`src/rtl/smc_pwm_capture_if.sv`:
```
// Q register bus bundle for the PWM capture unit.
//   QWRITE   1 = write, 0 = read (qualified by QSEL)
//   QSEL     block select
//   QADDR    byte register address
//   QDATAIN  write data
//   QDATAOUT read data (combinational from the slave)
interface smc_pwm_capture_if;
  logic        QWRITE;
  logic        QSEL;
  logic [6:0]  QADDR;
  logic [15:0] QDATAIN;
  logic [15:0] QDATAOUT;

  modport master (output QWRITE, QSEL, QADDR, QDATAIN, input QDATAOUT);
  modport slave  (input QWRITE, QSEL, QADDR, QDATAIN, output QDATAOUT);
endinterface

```
`src/rtl/smc_pwm_capture.sv`:
```
// PWM capture unit: samples one selected MNM/MNP coil line and measures
// its period and high time in QCLK cycles. Results are read over the Q bus.
//   QCLK     bus and capture clock
//   QRESET   asynchronous active-low reset
//   qbus     Q register bus (slave side)
//   MNM/MNP  12 coil minus / plus PWM lines each
//   CAP_IRQ  STATUS.VALID & CTL.IE
// Registers: 0x00 CTL {IE,CHSEL[4:0],EN}, 0x02 PERIOD, 0x04 HIGH,
//            0x06 STATUS {LEVEL,TMO,OVR,VALID} (TMO/OVR/VALID write-1-to-clear).
// Optional: define SMC_CAP_FILT_EN to insert a FILT_LEN-cycle deglitch
// filter after the channel mux.
module smc_pwm_capture #(
  parameter int CNT_W       = 16,
  parameter int SYNC_STAGES = 2,
  parameter int FILT_LEN    = 3
) (
  input  logic             QCLK,
  input  logic             QRESET,
  smc_pwm_capture_if.slave qbus,
  input  logic [11:0]      MNM,
  input  logic [11:0]      MNP,
  output logic             CAP_IRQ
);
  localparam int NLINE = 24;
  localparam logic [CNT_W-1:0] CNT_MAX = '1;

  typedef enum logic [1:0] {IDLE, WAIT_RISE, MEAS_HIGH, MEAS_LOW} state_t;

  logic [SYNC_STAGES-1:0][NLINE-1:0] sync_q;
  logic             en_q, ie_q;
  logic [4:0]       chsel_q;
  logic [CNT_W-1:0] cnt_q, cnt_d, hi_q, hi_d, period_q, high_q;
  logic             valid_q, ovr_q, tmo_q;
  logic             raw, lvl, lvl_d, edge_blk_q, rise, fall;
  logic             wr, ctl_wr, stat_wr, abort, cap, tmo;
  state_t           state_q, state_d;
  logic [15:0]      period_ext, high_ext;
  logic [8:0]       unused_wdata;

  assign unused_wdata = qbus.QDATAIN[15:7];

  // Bus write decode. A CTL write with an out-of-range CHSEL is dropped whole.
  assign wr      = qbus.QSEL & qbus.QWRITE;
  assign ctl_wr  = wr && (qbus.QADDR == 7'h00) && (qbus.QDATAIN[5:1] < 5'd24);
  assign stat_wr = wr && (qbus.QADDR == 7'h06);
  assign abort   = ctl_wr && ((qbus.QDATAIN[5:1] != chsel_q) || (qbus.QDATAIN[0] != en_q));

  // Synchronizers on all 24 lines; line n<12 is MNM[n], else MNP[n-12].
  always_ff @(posedge QCLK or negedge QRESET) begin
    if (!QRESET) begin
      sync_q <= '0;
    end else begin
      sync_q[0] <= {MNP, MNM};
      for (int i = 1; i < SYNC_STAGES; i++) sync_q[i] <= sync_q[i-1];
    end
  end

  assign raw = sync_q[SYNC_STAGES-1][chsel_q];

`ifdef SMC_CAP_FILT_EN
  localparam int FW = $clog2(FILT_LEN + 1);
  logic          filt_q;
  logic [FW-1:0] fcnt_q;

  // Filtered level follows raw only after FILT_LEN consecutive differing
  // cycles. Reloaded from the new channel right after a CTL change.
  always_ff @(posedge QCLK or negedge QRESET) begin
    if (!QRESET) begin
      filt_q <= 1'b0;
      fcnt_q <= '0;
    end else if (edge_blk_q) begin
      filt_q <= raw;
      fcnt_q <= '0;
    end else if (raw != filt_q) begin
      if (fcnt_q == FW'(FILT_LEN - 1)) begin
        filt_q <= raw;
        fcnt_q <= '0;
      end else begin
        fcnt_q <= fcnt_q + 1'b1;
      end
    end else begin
      fcnt_q <= '0;
    end
  end

  assign lvl = filt_q;
`else
  assign lvl = raw;
`endif

  // The cycle after a CTL change the delayed copy still holds the old
  // channel, so edges are masked and the copy is reseeded from the new one.
  assign rise = lvl & ~lvl_d & ~edge_blk_q;
  assign fall = ~lvl & lvl_d & ~edge_blk_q;

  always_comb begin
    state_d = state_q;
    cnt_d   = cnt_q;
    hi_d    = hi_q;
    cap     = 1'b0;
    tmo     = 1'b0;
    if (abort) begin
      state_d = qbus.QDATAIN[0] ? WAIT_RISE : IDLE;
      cnt_d   = '0;
      hi_d    = '0;
    end else begin
      case (state_q)
        IDLE: cnt_d = '0;
        WAIT_RISE: if (rise) begin
          state_d = MEAS_HIGH;
          cnt_d   = CNT_W'(1);
        end
        MEAS_HIGH: begin
          if (cnt_q == CNT_MAX) begin
            tmo     = 1'b1;
            state_d = WAIT_RISE;
            cnt_d   = '0;
          end else if (fall) begin
            hi_d    = cnt_q;
            cnt_d   = cnt_q + 1'b1;
            state_d = MEAS_LOW;
          end else begin
            cnt_d = cnt_q + 1'b1;
          end
        end
        MEAS_LOW: begin
          if (rise) begin
            cap     = 1'b1;
            cnt_d   = CNT_W'(1);
            state_d = MEAS_HIGH;
          end else if (cnt_q == CNT_MAX) begin
            tmo     = 1'b1;
            state_d = WAIT_RISE;
            cnt_d   = '0;
          end else begin
            cnt_d = cnt_q + 1'b1;
          end
        end
        default: state_d = IDLE;
      endcase
    end
  end

  always_ff @(posedge QCLK or negedge QRESET) begin
    if (!QRESET) begin
      state_q    <= IDLE;
      cnt_q      <= '0;
      hi_q       <= '0;
      period_q   <= '0;
      high_q     <= '0;
      en_q       <= 1'b0;
      ie_q       <= 1'b0;
      chsel_q    <= '0;
      valid_q    <= 1'b0;
      ovr_q      <= 1'b0;
      tmo_q      <= 1'b0;
      lvl_d      <= 1'b0;
      edge_blk_q <= 1'b0;
    end else begin
      state_q    <= state_d;
      cnt_q      <= cnt_d;
      hi_q       <= hi_d;
      edge_blk_q <= abort;
      lvl_d      <= edge_blk_q ? raw : lvl;
      if (cap) begin
        period_q <= cnt_q;
        high_q   <= hi_q;
      end
      if (ctl_wr) begin
        en_q    <= qbus.QDATAIN[0];
        chsel_q <= qbus.QDATAIN[5:1];
        ie_q    <= qbus.QDATAIN[6];
      end
      // Hardware set wins over a same-cycle write-1-to-clear.
      valid_q <= cap | (valid_q & ~(stat_wr & qbus.QDATAIN[0]));
      ovr_q   <= (cap & valid_q) | (ovr_q & ~(stat_wr & qbus.QDATAIN[1]));
      tmo_q   <= tmo | (tmo_q & ~(stat_wr & qbus.QDATAIN[2]));
    end
  end

  assign period_ext = 16'(period_q);
  assign high_ext   = 16'(high_q);

  always_comb begin
    qbus.QDATAOUT = 16'h0000;
    if (qbus.QSEL && !qbus.QWRITE) begin
      case (qbus.QADDR)
        7'h00:   qbus.QDATAOUT = {9'h0, ie_q, chsel_q, en_q};
        7'h02:   qbus.QDATAOUT = period_ext;
        7'h04:   qbus.QDATAOUT = high_ext;
        7'h06:   qbus.QDATAOUT = {12'h0, raw, tmo_q, ovr_q, valid_q};
        default: qbus.QDATAOUT = 16'h0000;
      endcase
    end
  end

  assign CAP_IRQ = valid_q & ie_q;
endmodule

```
`src/flat_wrapper.sv`:
```
// flat-port wrapper written by rule: the top's interface ports become plain ports
module smc_pwm_capture_flat 
#(
  parameter int CNT_W       = 16,
  parameter int SYNC_STAGES = 2,
  parameter int FILT_LEN    = 3
)
  (QCLK, QRESET, MNM, MNP, CAP_IRQ, qbus_QWRITE, qbus_QSEL, qbus_QADDR, qbus_QDATAIN, qbus_QDATAOUT);
  smc_pwm_capture_if qbus_i ();
  input  logic QCLK;
  input  logic QRESET;
  input  logic [11:0] MNM;
  input  logic [11:0] MNP;
  output logic CAP_IRQ;
  input wire logic [$bits(qbus_i.QWRITE)-1:0] qbus_QWRITE;
  input wire logic [$bits(qbus_i.QSEL)-1:0] qbus_QSEL;
  input wire logic [$bits(qbus_i.QADDR)-1:0] qbus_QADDR;
  input wire logic [$bits(qbus_i.QDATAIN)-1:0] qbus_QDATAIN;
  output wire logic [$bits(qbus_i.QDATAOUT)-1:0] qbus_QDATAOUT;
  assign qbus_i.QWRITE = qbus_QWRITE;
  assign qbus_i.QSEL = qbus_QSEL;
  assign qbus_i.QADDR = qbus_QADDR;
  assign qbus_i.QDATAIN = qbus_QDATAIN;
  assign qbus_QDATAOUT = qbus_i.QDATAOUT;
  smc_pwm_capture #(.CNT_W(CNT_W), .SYNC_STAGES(SYNC_STAGES), .FILT_LEN(FILT_LEN)) u_core (.QCLK(QCLK), .QRESET(QRESET), .qbus(qbus_i), .MNM(MNM), .MNP(MNP), .CAP_IRQ(CAP_IRQ));
endmodule
```
`config.mk`:
```
export PLATFORM = sky130hd
export DESIGN_NAME = smc_pwm_capture_flat
export DESIGN_NICKNAME = d
export VERILOG_FILES = /design/src/rtl/smc_pwm_capture_if.sv /design/src/rtl/smc_pwm_capture.sv /design/src/flat_wrapper.sv
export SDC_FILE = /design/constraint.sdc
export NUM_CORES = 1
export LEC_CHECK = 0
export CORE_UTILIZATION = 55
export DETAILED_ROUTE_END_ITERATION = 16
export GPL_TIMING_DRIVEN = 0
export PLACE_DENSITY = 0.79
export SLEW_MARGIN = 25
export SYNTH_ARGS = -nofsm -noshare
export SYNTH_HDL_FRONTEND = slang
export SYNTH_SLANG_ARGS = --single-unit
```
`constraint.sdc`:
```
create_clock -name QCLK -period 3.3 [get_ports QCLK]
set_input_delay 0.825 -clock QCLK [delete_from_list [all_inputs] [get_ports QCLK]]
set_output_delay 0.825 -clock QCLK [all_outputs]
set_load 0.05 [all_outputs]
```
======== Word-level counts from Yosys, hierarchy flattened ========
Index checks and enable logic that the tools add are counted.
word-level totals
  logic and storage cells ................. 95
  output and inout port bits .............. 17
  flip-flop bits (word level) ............. 126
operators by class
  $lt $le $gt $ge ......................... 2
  equality and inequality tests ........... 13
  reductions and logical operators ........ 14
  bitwise operators ....................... 22
  $add $sub $neg .......................... 1
  multiplexer cells ....................... 28
operators with widths
  cell                     number
  $mux W16                 9
  $pmux W16 S4             2
  $add A16 B1 Y16 const B  1
  $eq A16 B16 Y1 const B   1
  $eq A7 B3 Y1 const B     2
  $and A1 B1 Y1            13
  $mux W2                  6
  $mux W1                  8
  $ne A4 B1 Y1 const B     2
  $eq A7 B2 Y1 const B     1
  $logic_not A7 Y1         1
  $lt A5 B6 Y1 const B     1
  $not A1 Y1               6
  $pmux W2 S3              1
  $bmux W1 S5              1
  $logic_and A1 B1 Y1      5
  $lt A5 B5 Y1 const B     1
  $ne A5 B5 Y1             1
  $eq A2 B2 Y1 const B     2
  $reduce_and A4 Y1        1
  $reduce_bool A2 Y1       2
  $reduce_bool A4 Y1       1
  $ne A3 B1 Y1 const B     1
  $or A1 B1 Y1             3
  8 further kinds          8

======== Longest topological paths before layout ========
Gate-level depths: netlist (run 1).
  word-level depth ........................ 9
  mapped depth ............................ 9
  depth with buffers taken out ............ 7

======== Worst setup path before layout (run 1) ========
OpenSTA, ideal clock, no wires.
  kind .................................... in2out
  start point ............................. in qbus_QADDR[2]
  end point ............................... out qbus_QDATAOUT[10]
  required time ........................... 2475 ps
  cell stages on the path ................. 5
  slack ................................... 47 ps
  arrival time ............................ 2428 ps
  path buffers ............................ 2
  cell sequence ........................... clkbuf_1 nor2b_1 clkbuf_1 a22oi_1 nor2_1
between the ends
  word-level cells in the longest chain between the ends .. 3
  elaborated cells on any way between the ends .. 6
ends and longest elaborated chain
  element                               line                    text
  start: declaration                    flat_wrapper.sv:17      input wire logic [$bits(qbus_i.QADDR)-1:0] qbus_QADDR;
  $eq A7 B3 Y1 (tied with other cells)  smc_pwm_capture.sv:187  case (qbus.QADDR)
  $pmux W16 S4 *                        smc_pwm_capture.sv:187
  $mux W16 *                            smc_pwm_capture.sv:186  if (qbus.QSEL && !qbus.QWRITE) begin
  end: declaration                      flat_wrapper.sv:19      output wire logic [$bits(qbus_i.QDATAOUT)-1:0] qbus_QDATAOUT;
Every way passes the cells marked *; elsewhere a longest branch is shown, timed or not.

======== Worst setup path after layout (run 1) ========
  start point ............................. reg u_core.chsel_q[0]
  end point ............................... out qbus_QDATAOUT[3]
between the ends
  word-level cells in the longest chain between the ends .. 4
ends and longest elaborated chain
  element                        line                    text
  start: declaration             smc_pwm_capture.sv:31   logic [4:0] chsel_q;
  start signal: assignment       smc_pwm_capture.sv:171  chsel_q <= qbus.QDATAIN[5:1];
  $bmux W1 S5                    smc_pwm_capture.sv:58   assign raw = sync_q[SYNC_STAGES-1][chsel_q];
  $mux W1 (implied by the code)  smc_pwm_capture.sv:58
  via u_core.lvl                 smc_pwm_capture.sv:34   logic raw, lvl, lvl_d, edge_blk_q, rise, fall;
  $pmux W16 S4                   smc_pwm_capture.sv:187
  $mux W16                       smc_pwm_capture.sv:186
The timed path passes the listed nets, and every way through them passes these cells. The select of a mux whose other input is x is not followed.

==> metrics, run 1 <==
GPL Wtd Cong 0.812; Rows 35; Die X 101 um; Final Skew 0.00785 ns; initial antenna violation count 0; Setup CP Type register to output pin; H-tree depth 4; largest area contributor in the netlist dfrtp_1; R2R Setup Slk 0.61 ns; pwr/cell area 649 mW/mm2; Clock Tree Buf Depth 2; Peak VDD IR 0.000397 V; final non-filler cell area 0.00683 mm2; I/O pins 68; All-Layer GR Usage 27.1%; CP Max Fanout 4; Mapped Nets ~500; unique cell type count in the Yosys netlist 52; failing checks setup timing; share of flip-flops with an asynchronous set or reset 100%; main combinational cell family by area after synthesis simple AND/OR/NAND/NOR gates; reg2reg end u_core.hi_q[15]$_DFFE_PN0P_; IO Port Bufs 58; static leakage power 3.02 nW; CP Launch Type register; Yosys top cell area share 58.9%; post-synthesis compound-gate area fraction 12.1%; PnR worst setup slack -0.139 ns; CORE AREA 0.00933 mm2; Post-route DRC 0; Slew HR approximately three fifths; status finished, violations left; post-place instance area 0.00612 mm2; TritonCTS Sinks roughly 130; CTS tree built; Tot Pwr 0.00443 W; vias 4,003; vias in the first global route 4,165; share of cells above drive strength 1 21.0%; post-synthesis mux area share approximately an eighth; WL/cell between 15 and 20 um; Remaining Overflow, GRT 0; maxcap violations 0; first-pass GRT wire length between 20 and 25 mm; # setup viols final 1; Final Hold Vio Count 0; main flop type after synthesis dfrtp_1; max frequency 291 MHz; cell count of the worst reg-to-reg path 9; Worst-path clk slew 0.07 ns; drt first pass iters 4; CP required 2.47 ns; Clk Latency, worst-skew pair 0.52 ns; post-route insts no fill 673; CTS buffer count 17; largest net degree at the start of global routing 66; Post-Synth XOR/XNOR Area 0.982%; placed cell count around 630; Cell Area, Synth 0.00535 mm2; top cells by area, synth dfrtp_1, mux2_1, nand3_1; crit path capture type output pin; RSZ-0062 raised after global routing true; Worst-Margin Slew between 0.5 and 0.6 ns; Worst Path Arrival 2.61 ns; drt via density 5.95; Total Wirelength 12.3 mm; Post-synth EDFFs 0; yosys warns 0; Post-Synth Simple-Gate Area between 10% and 20%; clk root buf clkbuf_8; class of the worst hold path input pin to async pin; syn avg cell area 12.0 um2; Cells after Synth roughly 450; Detail Route Antenna Nets 0; #FFs+latches synth 126; die area roughly 0.01 mm2; detailed placer's ending HPWL 7.83 mm; synth-to-layout area growth 27.5%; fin. max-slew vios 0; ANT cells 0; Hold Buf Count CTS 0; Final Net Count 583; 1st-iter DRT viols 303; worst hold slack 0.274 ns; Die Ht around 100 um; fillers 615; starting density of the core 57.4%; part of the cycle the worst path needs 104%; Final min period 3.44 ns; Synth Area in Adders less than 1%; worst slack, placed -1.12 ns; reg2reg start u_core.cnt_q[0]$_DFFE_PN0N_; sequential share of the synthesized area 58.9%
## cells by family after synthesis
logic type                 count (synthesis)
adders and majority gates                  1
DFF                                      126
AOI/OAI and AO/OA                        101
xor gates and xnor gates                   6
muxes                                     51
and+or+nand+nor                          125
buffers and inverters                     36
## sequential cells by signal, indices dropped and copies added (netlist names)
register and cells:
u_core.high_ext 16, u_core.lvl_d 1, u_core.chsel_q 5, u_core.tmo_q 1, u_core.valid_q 1, u_core.en_q 1, u_core.sync_q 48, u_core.ovr_q 1
u_core.edge_blk_q 1, u_core.state_q 2, u_core.cnt_q 16, u_core.hi_q 16, u_core.ie_q 1, u_core.period_ext 16
## final cells by class
| class | count | area (um2) | share of cell area (%) |
|---|---|---|---|
| clock inverter | 15 | 166 | 2.44 |
| inverter | 9 | 33.8 | 0.495 |
| sequential | 126 | 3160 | 46.2 |
| multi-input combinational | 284 | 2100 | 30.7 |
| tap | 129 | 161 | 2.36 |
| buffer | 25 | 154 | 2.25 |
| clock buffer | 17 | 414 | 6.07 |
| timing repair buffer | 68 | 647 | 9.47 |
## synth_stat cells, types with 2 or more instances
master,count
nand3_2,2
nand3b_1,3
inv_1,9
a21oi_1,21
nand4_1,3
mux2_2,7
nand2b_1,4
clkbuf_1,13
nor2_1,26
a22oi_1,9
o31ai_4,2
xnor2_1,2
buf_2,7
a31oi_1,24
dfrtp_1,126
nand2_1,15
xor2_1,4
nor2b_1,10
mux4_2,7
mux2_1,28
and2_1,4
nor4_2,2
nor3_1,2
buf_4,6
and3_1,7
o21ai_1,30
mux2i_1,9
nand3_1,36
o211ai_1,5
## layout by cell type, fill, tap and decap left out, types with 4 or more instances in the layout
master / instances
a21oi_1: 21
a22oi_1: 9
a31oi_1: 24
and2_1: 4
and3_1: 7
buf_2: 6
buf_4: 26
buf_6: 4
clkbuf_1: 7
clkbuf_16: 16
clkbuf_4: 7
clkdlybuf4s50_1: 40
dfrtp_1: 124
inv_1: 9
inv_8: 6
mux2_1: 28
mux2_2: 7
mux2i_1: 9
mux4_2: 7
nand2_1: 14
nand3_1: 35
nor2_1: 26
nor2b_1: 8
o211ai_1: 5
o21ai_1: 30
xor2_1: 4
## per-stage QoR
step                      util [%]  setup TNS, ns
final                         73.2         -0.139
after global routing          73.2         -0.301
after CTS                     72.6         -0.176
after detailed placement      65.7         -21.09
after global placement        65.4        -409.55
after floorplan                  -              0
## worst max path at each step
stage	start	depth (start not counted)	slack, ns	endpoint
4_1_cts	u_core.chsel_q[0]$_DFFE_PN0P_	8	-0.17	qbus_QDATAOUT[3]
3_5_place_dp	qbus_QADDR[1]	7	-1.12	qbus_QDATAOUT[15]
3_3_place_gp	QRESET	1	-3.12	u_core.cnt_q[9]$_DFFE_PN0N_
6_report	u_core.chsel_q[0]$_DFFE_PN0P_	8	-0.14	qbus_QDATAOUT[3]
2_1_floorplan	qbus_QADDR[2]	5	0.05	qbus_QDATAOUT[10]
5_1_grt	u_core.chsel_q[0]$_DFFE_PN0P_	8	-0.24	qbus_QDATAOUT[3]
## where the power goes
group	switching (W)	internal, W	total [W]
clock network	0.000791	0.000978	0.00177
logic	0.000397	0.000334	0.000731
registers	0.000175	0.00176	0.00193
total	0.00136	0.00307	0.00443
## routing by layer
| metal | wire (um) | global-route usage (%) | up-vias |
|---|---|---|---|
| met5 | 0 | 0 | - |
| li1 | - | - | 1801 |
| met4 | 206 | 11.8 | 0 |
| met1 | 5090 | 33.7 | 2006 |
| met2 | 6250 | 45.6 | 168 |
| met3 | 719 | 6.24 | 28 |
## critical path: stages, from the launching register on
cell,delay (ns)
dfrtp_1,0.35
buf_6,0.13
mux4_2,0.50
nand2b_4,0.17
nand2_4,0.07
nand3_2,0.09
mux4_2,0.48
nor2b_4,0.15
buf_8,0.14
## repair_timing
action / in CTS / in global routing
gates resized for setup: 112 / 15
cloned: 0 / 0
setup buffers: 7 / 2
endpoints found under the setup margin: 16 / 16
pin swaps: 3 / 4
Note: power is estimated with default switching activity, not from simulation.
==> run 2, diff against run 1 <==
- CELL_PAD_IN_SITES_DETAIL_PLACEMENT: unset -> 1
- CELL_PAD_IN_SITES_GLOBAL_PLACEMENT: unset -> 2
- CORE_UTILIZATION: 55 -> 33
- PLACE_DENSITY: 0.79 -> unset
- PLACE_DENSITY_LB_ADDON: unset -> 0.1
- clock period: 3.3 -> 2.83 ns (I/O delays scaled with it)
==> run 2 against run 1 <==
  * Worst setup slack worse by 0.24 ns
  * Global-route usage down 7.8 points
  * Design area up 8.1%
  * Count of clock-buffer cells in the layout up 3
  * The flow still finishes with violations (setup timing)
  * Largest cell class unchanged
==> metrics, run 2 (synthesis gave the netlist of run 1 again) <==
status finished, violations left; failing checks setup timing; largest net degree at the start of global routing 66; Setup CP Type register to output pin; I/O pins 68; synth-to-layout area growth 37.8%; share of cells above drive strength 1 30.8%; Worst Path Arrival 2.50 ns; CP max stage cell mux4_2; setup TNS -2.07 ns; CTS tree built; static leakage power 3.23 nW; post-route insts no fill roughly 790; CP Max Fanout 3; Detail Route Antenna Nets 0; fillers approximately 1,700; Buf/Inv on CP 1; detailed placer's ending HPWL around 9.5 mm; Clk Latency, worst-skew pair 0.42 ns; crit path capture type output pin; initial antenna violation count 0; max frequency 311 MHz; Top reg by flops u_core.sync_q; Hold Buf Count CTS 0; 1st-iter DRT viols 153; Internal Power 0.00379 W; pwr/cell area 721 mW/mm2; Worst-path clk slew 0.06 ns; All-Layer GR Usage 19.3%; drt first pass iters 4; most frequent cells in the layout dfrtp_1, buf_4, clkdlybuf4s50_1; TritonCTS Sinks 126; # setup viols final 16; maxcap violations 0; Final min period 3.21 ns; Final Skew 0.0133 ns; vias 3,934; ANT cells 0; CP required about 2.1 ns; Tot Pwr ~0.0053 W; Clock power frac 39.4%; vias in the first global route 4,300; Clock Tree Buf Depth 2; first-pass GRT wire length 23.7 mm; WL/cell 18.5 um; Final Net Count 611; CORE AREA 0.0159 mm2; switching pwr 0.00153 W; CTS buffer count 17; H-tree depth 4; placed cell count 721; GPL Wtd Cong approximately 0.74; Remaining Overflow, GRT 0; core occupancy in the finished layout about 46%; crit path cell chain mux4_2 -> o2111ai_4 -> nand3_2 -> mux4_2 -> nor2b_4 -> buf_6; clk root buf clkbuf_16; RSZ-0062 raised after global routing true; sw frac approximately 29%; starting density of the core 33.7%; class of the worst hold path input pin to async pin; part of the cycle the worst path needs 113%; PnR worst setup slack -0.382 ns; IO Port Bufs 58; drt via density around 5; slowest stage delay, CP 0.57 ns; commonest non-fill, non-tap cell in the layout dfrtp_1; power share of the sequential group a little over two fifths; Die Ht between 100 and 150 um; Final Hold Vio Count 0; worst hold slack roughly 0.23 ns; Worst-Margin Slew 0.704 ns; Top cell by count, worst path mux4_2; Slew HR between 50% and 60%; number of flip-flops in the largest register 48; Total Wirelength 14.6 mm; die area 0.0167 mm2; Rows 46; fin. max-slew vios 0; Comb power frac a little under a fifth; Post-route DRC 0; Largest delay share family, worst path multiplexers; Peak VDD IR ~0.00039 V; Die X between 100 and 150 um; CP Launch Type register
run 2: path summary, 6_finish.rpt:
check,slack (ns),end,cells after the start,from
min,0.23,u_core.period_ext[10]$_DFFE_PN0P_,1,QRESET
max in group asynchronous,1.92,u_core.chsel_q[2]$_DFFE_PN0P_,2,QRESET
max,-0.38,qbus_QDATAOUT[3],6,u_core.chsel_q[1]$_DFFE_PN0P_
min in group QCLK,0.35,u_core.sync_q[26]$_DFF_PN0_,0,u_core.sync_q[2]$_DFF_PN0_
min reg2reg,0.35,u_core.sync_q[26]$_DFF_PN0_,0,u_core.sync_q[2]$_DFF_PN0_
max reg2reg,-0.15,u_core.hi_q[3]$_DFFE_PN0P_,18,u_core.chsel_q[0]$_DFFE_PN0P_
run 2: layout make-up:
| type | count | area (um2) | area share [%] |
|---|---|---|---|
| sequential | 126 | 3150 | 42.7 |
| multi-input combinational | 284 | 2240 | 30.3 |
| timing repair buffer | 95 | 883 | 12.0 |
| clock buffer | 20 | 467 | 6.32 |
| tap | 216 | 270 | 3.66 |
| buffer | 26 | 223 | 3.02 |
| clock inverter | 12 | 111 | 1.51 |
| inverter | 9 | 33.8 | 0.458 |
run 2: per-stage QoR:
step	cell area, um2	setup WS, ns
after global routing	7380	-0.492
final	7380	-0.382
after floorplan	5370	-0.188
after CTS	7180	-0.412
after global placement	6220	-3.96
after detailed placement	6260	-1.50
run 2: timing repair:
action,4_1_cts,5_1_grt
buffers inserted,28,7
pin swaps,7,9
resized for setup,138,56
setup endpoints to repair,54,34
cloned,1,1
run 2: power groups by stage:
stage / combinational [W] / sequential, W / clock, W
floorplan: 0.000581 / 0.00219 / 0
global placement: 0.000812 / 0.00228 / 0
detailed placement: 0.000839 / 0.00229 / 0
CTS: 0.000899 / 0.00226 / 0.00214
global route: 0.00108 / 0.00230 / 0.00221
finish: 0.000967 / 0.00226 / 0.00210
run 2: metal layers:
metal | global-route usage [%] | up-vias | routed length (um)
met3 | 4.25 | 12 | 504
li1 | - | 1841 | -
met2 | 30.5 | 71 | 6950
met1 | 26.6 | 2010 | 7020
met5 | 0 | - | 0
met4 | 5.54 | 0 | 131
==> run 3, diff against run 2 <==
- ABC_CLOCK_PERIOD_IN_PS: unset -> 3100
- CORE_UTILIZATION: 33 -> 37
- clock period: 2.83 -> 3.1 ns (I/O delays scaled with it)
==> run 3 against run 2 <==
  * The run still ends with setup timing left
  * First-iteration DRC count up 61%
  * Hold slack gained 0.053 ns
  * Critical path type unchanged
  * Critical path depth is the same
  * Total power fell by 6.1%
  * Utilization increased by 4.4 points
  * Register-to-register slack improved by 0.50 ns
  * Non-clock buffer count fell by 20
  * Cell count shrank 7.1%
  * Sequential share of layout area up 1.6 points
  * Sequential cell count unchanged
==> metrics, run 3 (synthesis gave the netlist of run 1 again) <==
Setup CP Type register to output pin; IO Port Bufs 58; Slew HR a little under three fifths; CP max stage cell mux4_2; Final Hold Vio Count 0; drt first pass iters 4; vias 3,843; H-tree depth 4; most frequent cells in the layout dfrtp_1, clkdlybuf4s50_1, nand3_1; initial antenna violation count 0; GPL Wtd Cong 0.794; drt via density around 5.3; crit path capture type output pin; Tot Pwr around 0.0050 W; crit path cell chain mux4_2 -> o2111ai_4 -> nand3_2 -> mux4_2 -> nor2b_4 -> buf_6; worst slack, placed -1.33 ns; Worst-path clk slew 0.06 ns; synth-to-layout area growth 33.0%; CTS buffer count 17; All-Layer GR Usage 20.7%; clk root buf clkbuf_16; Remaining Overflow, GRT 0; cell count of the worst reg-to-reg path 9; Total Wirelength between 10 and 15 mm; RSZ-0062 raised after global routing true; CP Max Fanout 3; ANT cells 0; status finished, violations left; Final Skew 0.00964 ns; number of flip-flops in the largest register 48; Final min period ~3.3 ns; Top reg by flops u_core.sync_q; Clk Latency, worst-skew pair 0.42 ns; max frequency 305 MHz; Worst-Margin Slew about 0.67 ns; CTS tree built; pwr/cell area 702 mW/mm2; failing checks setup timing; part of the cycle the worst path needs 106%; reg2reg end u_core.hi_q[6]$_DFFE_PN0P_; starting density of the core roughly two fifths; PnR worst setup slack -0.176 ns; vias in the first global route slightly above 4,000; class of the worst hold path input pin to async pin; # setup viols final 1; WL/cell 18.8 um; maxcap violations 0; Peak VDD IR 0.000524 V; Detail Route Antenna Nets 0; multi-input logic area approximately 0.0021 mm2; reg2reg start u_core.cnt_q[0]$_DFFE_PN0N_; CP required 2.32 ns; commonest non-fill, non-tap cell in the layout dfrtp_1; Die Ht ~120 um; slowest stage delay, CP 0.57 ns; CORE AREA 0.0140 mm2; static leakage power slightly above 3 nW; Final Net Count between 500 and 600; Post-route DRC 0; share of cells above drive strength 1 24.3%; Top cell by count, worst path mux4_2; Rows 43; 1st-iter DRT viols 247; TritonCTS Sinks 126; Die X 122 um; CP Launch Type register; die area roughly 0.015 mm2; fillers 1,471; Clock Tree Buf Depth 2; fin. max-slew vios 0; Worst Path Arrival 2.50 ns; I/O pins 68; first-pass GRT wire length 22.6 mm; detailed placer's ending HPWL 9.23 mm; largest net degree at the start of global routing 67; R2R Setup Slk 0.35 ns; Seq. cell area 0.00315 mm2
## run 3: per-stage QoR
stage	std cells	utilization, %	setup TNS, ns	area (um2)	hold WS (ns)
floorplan	446	-	-0.150	5370	0.331
global placement	684	44.2	-485.86	6180	0.334
detailed placement	685	44.4	-35.43	6210	0.336
CTS	729	50.3	-0.215	7040	0.289
global route	732	50.9	-0.281	7120	0.307
finish	732	50.9	-0.176	7120	0.280
## run 3: report_power, final
part	internal, W	switching, W
logic	0.000366	0.000429
clock network	0.00139	0.000753
registers	0.00187	0.000188
## run 3: what timing repair did
action	CTS	global route
hold buffers	0	0
gates cloned	1	0
buffers inserted	12	3
setup endpoints to repair	16	33
gates resized for setup	124	22
endpoints found under the hold margin	0	0
pin swaps	3	3
## run 3: how the worst max path moves through the flow
stage	start	end	slack (ns)
global placement	QRESET	u_core.high_ext[10]$_DFFE_PN0P_	-3.59
global route	u_core.chsel_q[0]$_DFFE_PN0P_	qbus_QDATAOUT[3]	-0.28
detailed placement	qbus_QADDR[2]	qbus_QDATAOUT[11]	-1.33
floorplan	qbus_QADDR[2]	qbus_QDATAOUT[9]	-0.05
finish	u_core.chsel_q[1]$_DFFE_PN0P_	qbus_QDATAOUT[3]	-0.18
CTS	u_core.chsel_q[1]$_DFFE_PN0P_	qbus_QDATAOUT[3]	-0.21
## run 3: worst max-delay path, delay by kind of cell (launching register included)
kind | cells | cell delay (ns)
DFF | 1 | 0.39
and+or+nand+nor | 2 | 0.25
buffers and inverters | 1 | 0.14
muxes | 2 | 1.05
AOI/OAI and AO/OA | 1 | 0.24
## run 3: cell type report
type,count,area share [%]
plain buffers,26,2.62
well taps,180,3.16
multi-input cells,284,30.0
inverters,9,0.474
clock buffers,20,6.41
repair buffers,75,10.4
clock inverters,12,2.60
flip-flops and latches,126,44.3
## run 3: layer usage
metal / up-vias / track usage (%) / wire [um]
met1: 1963 / 28.6 / 6630
met5: - / 0 / 0
met3: 15 / 4.55 / 491
li1: 1798 / - / -
met4: 0 / 7.32 / 174
met2: 67 / 32.0 / 6460
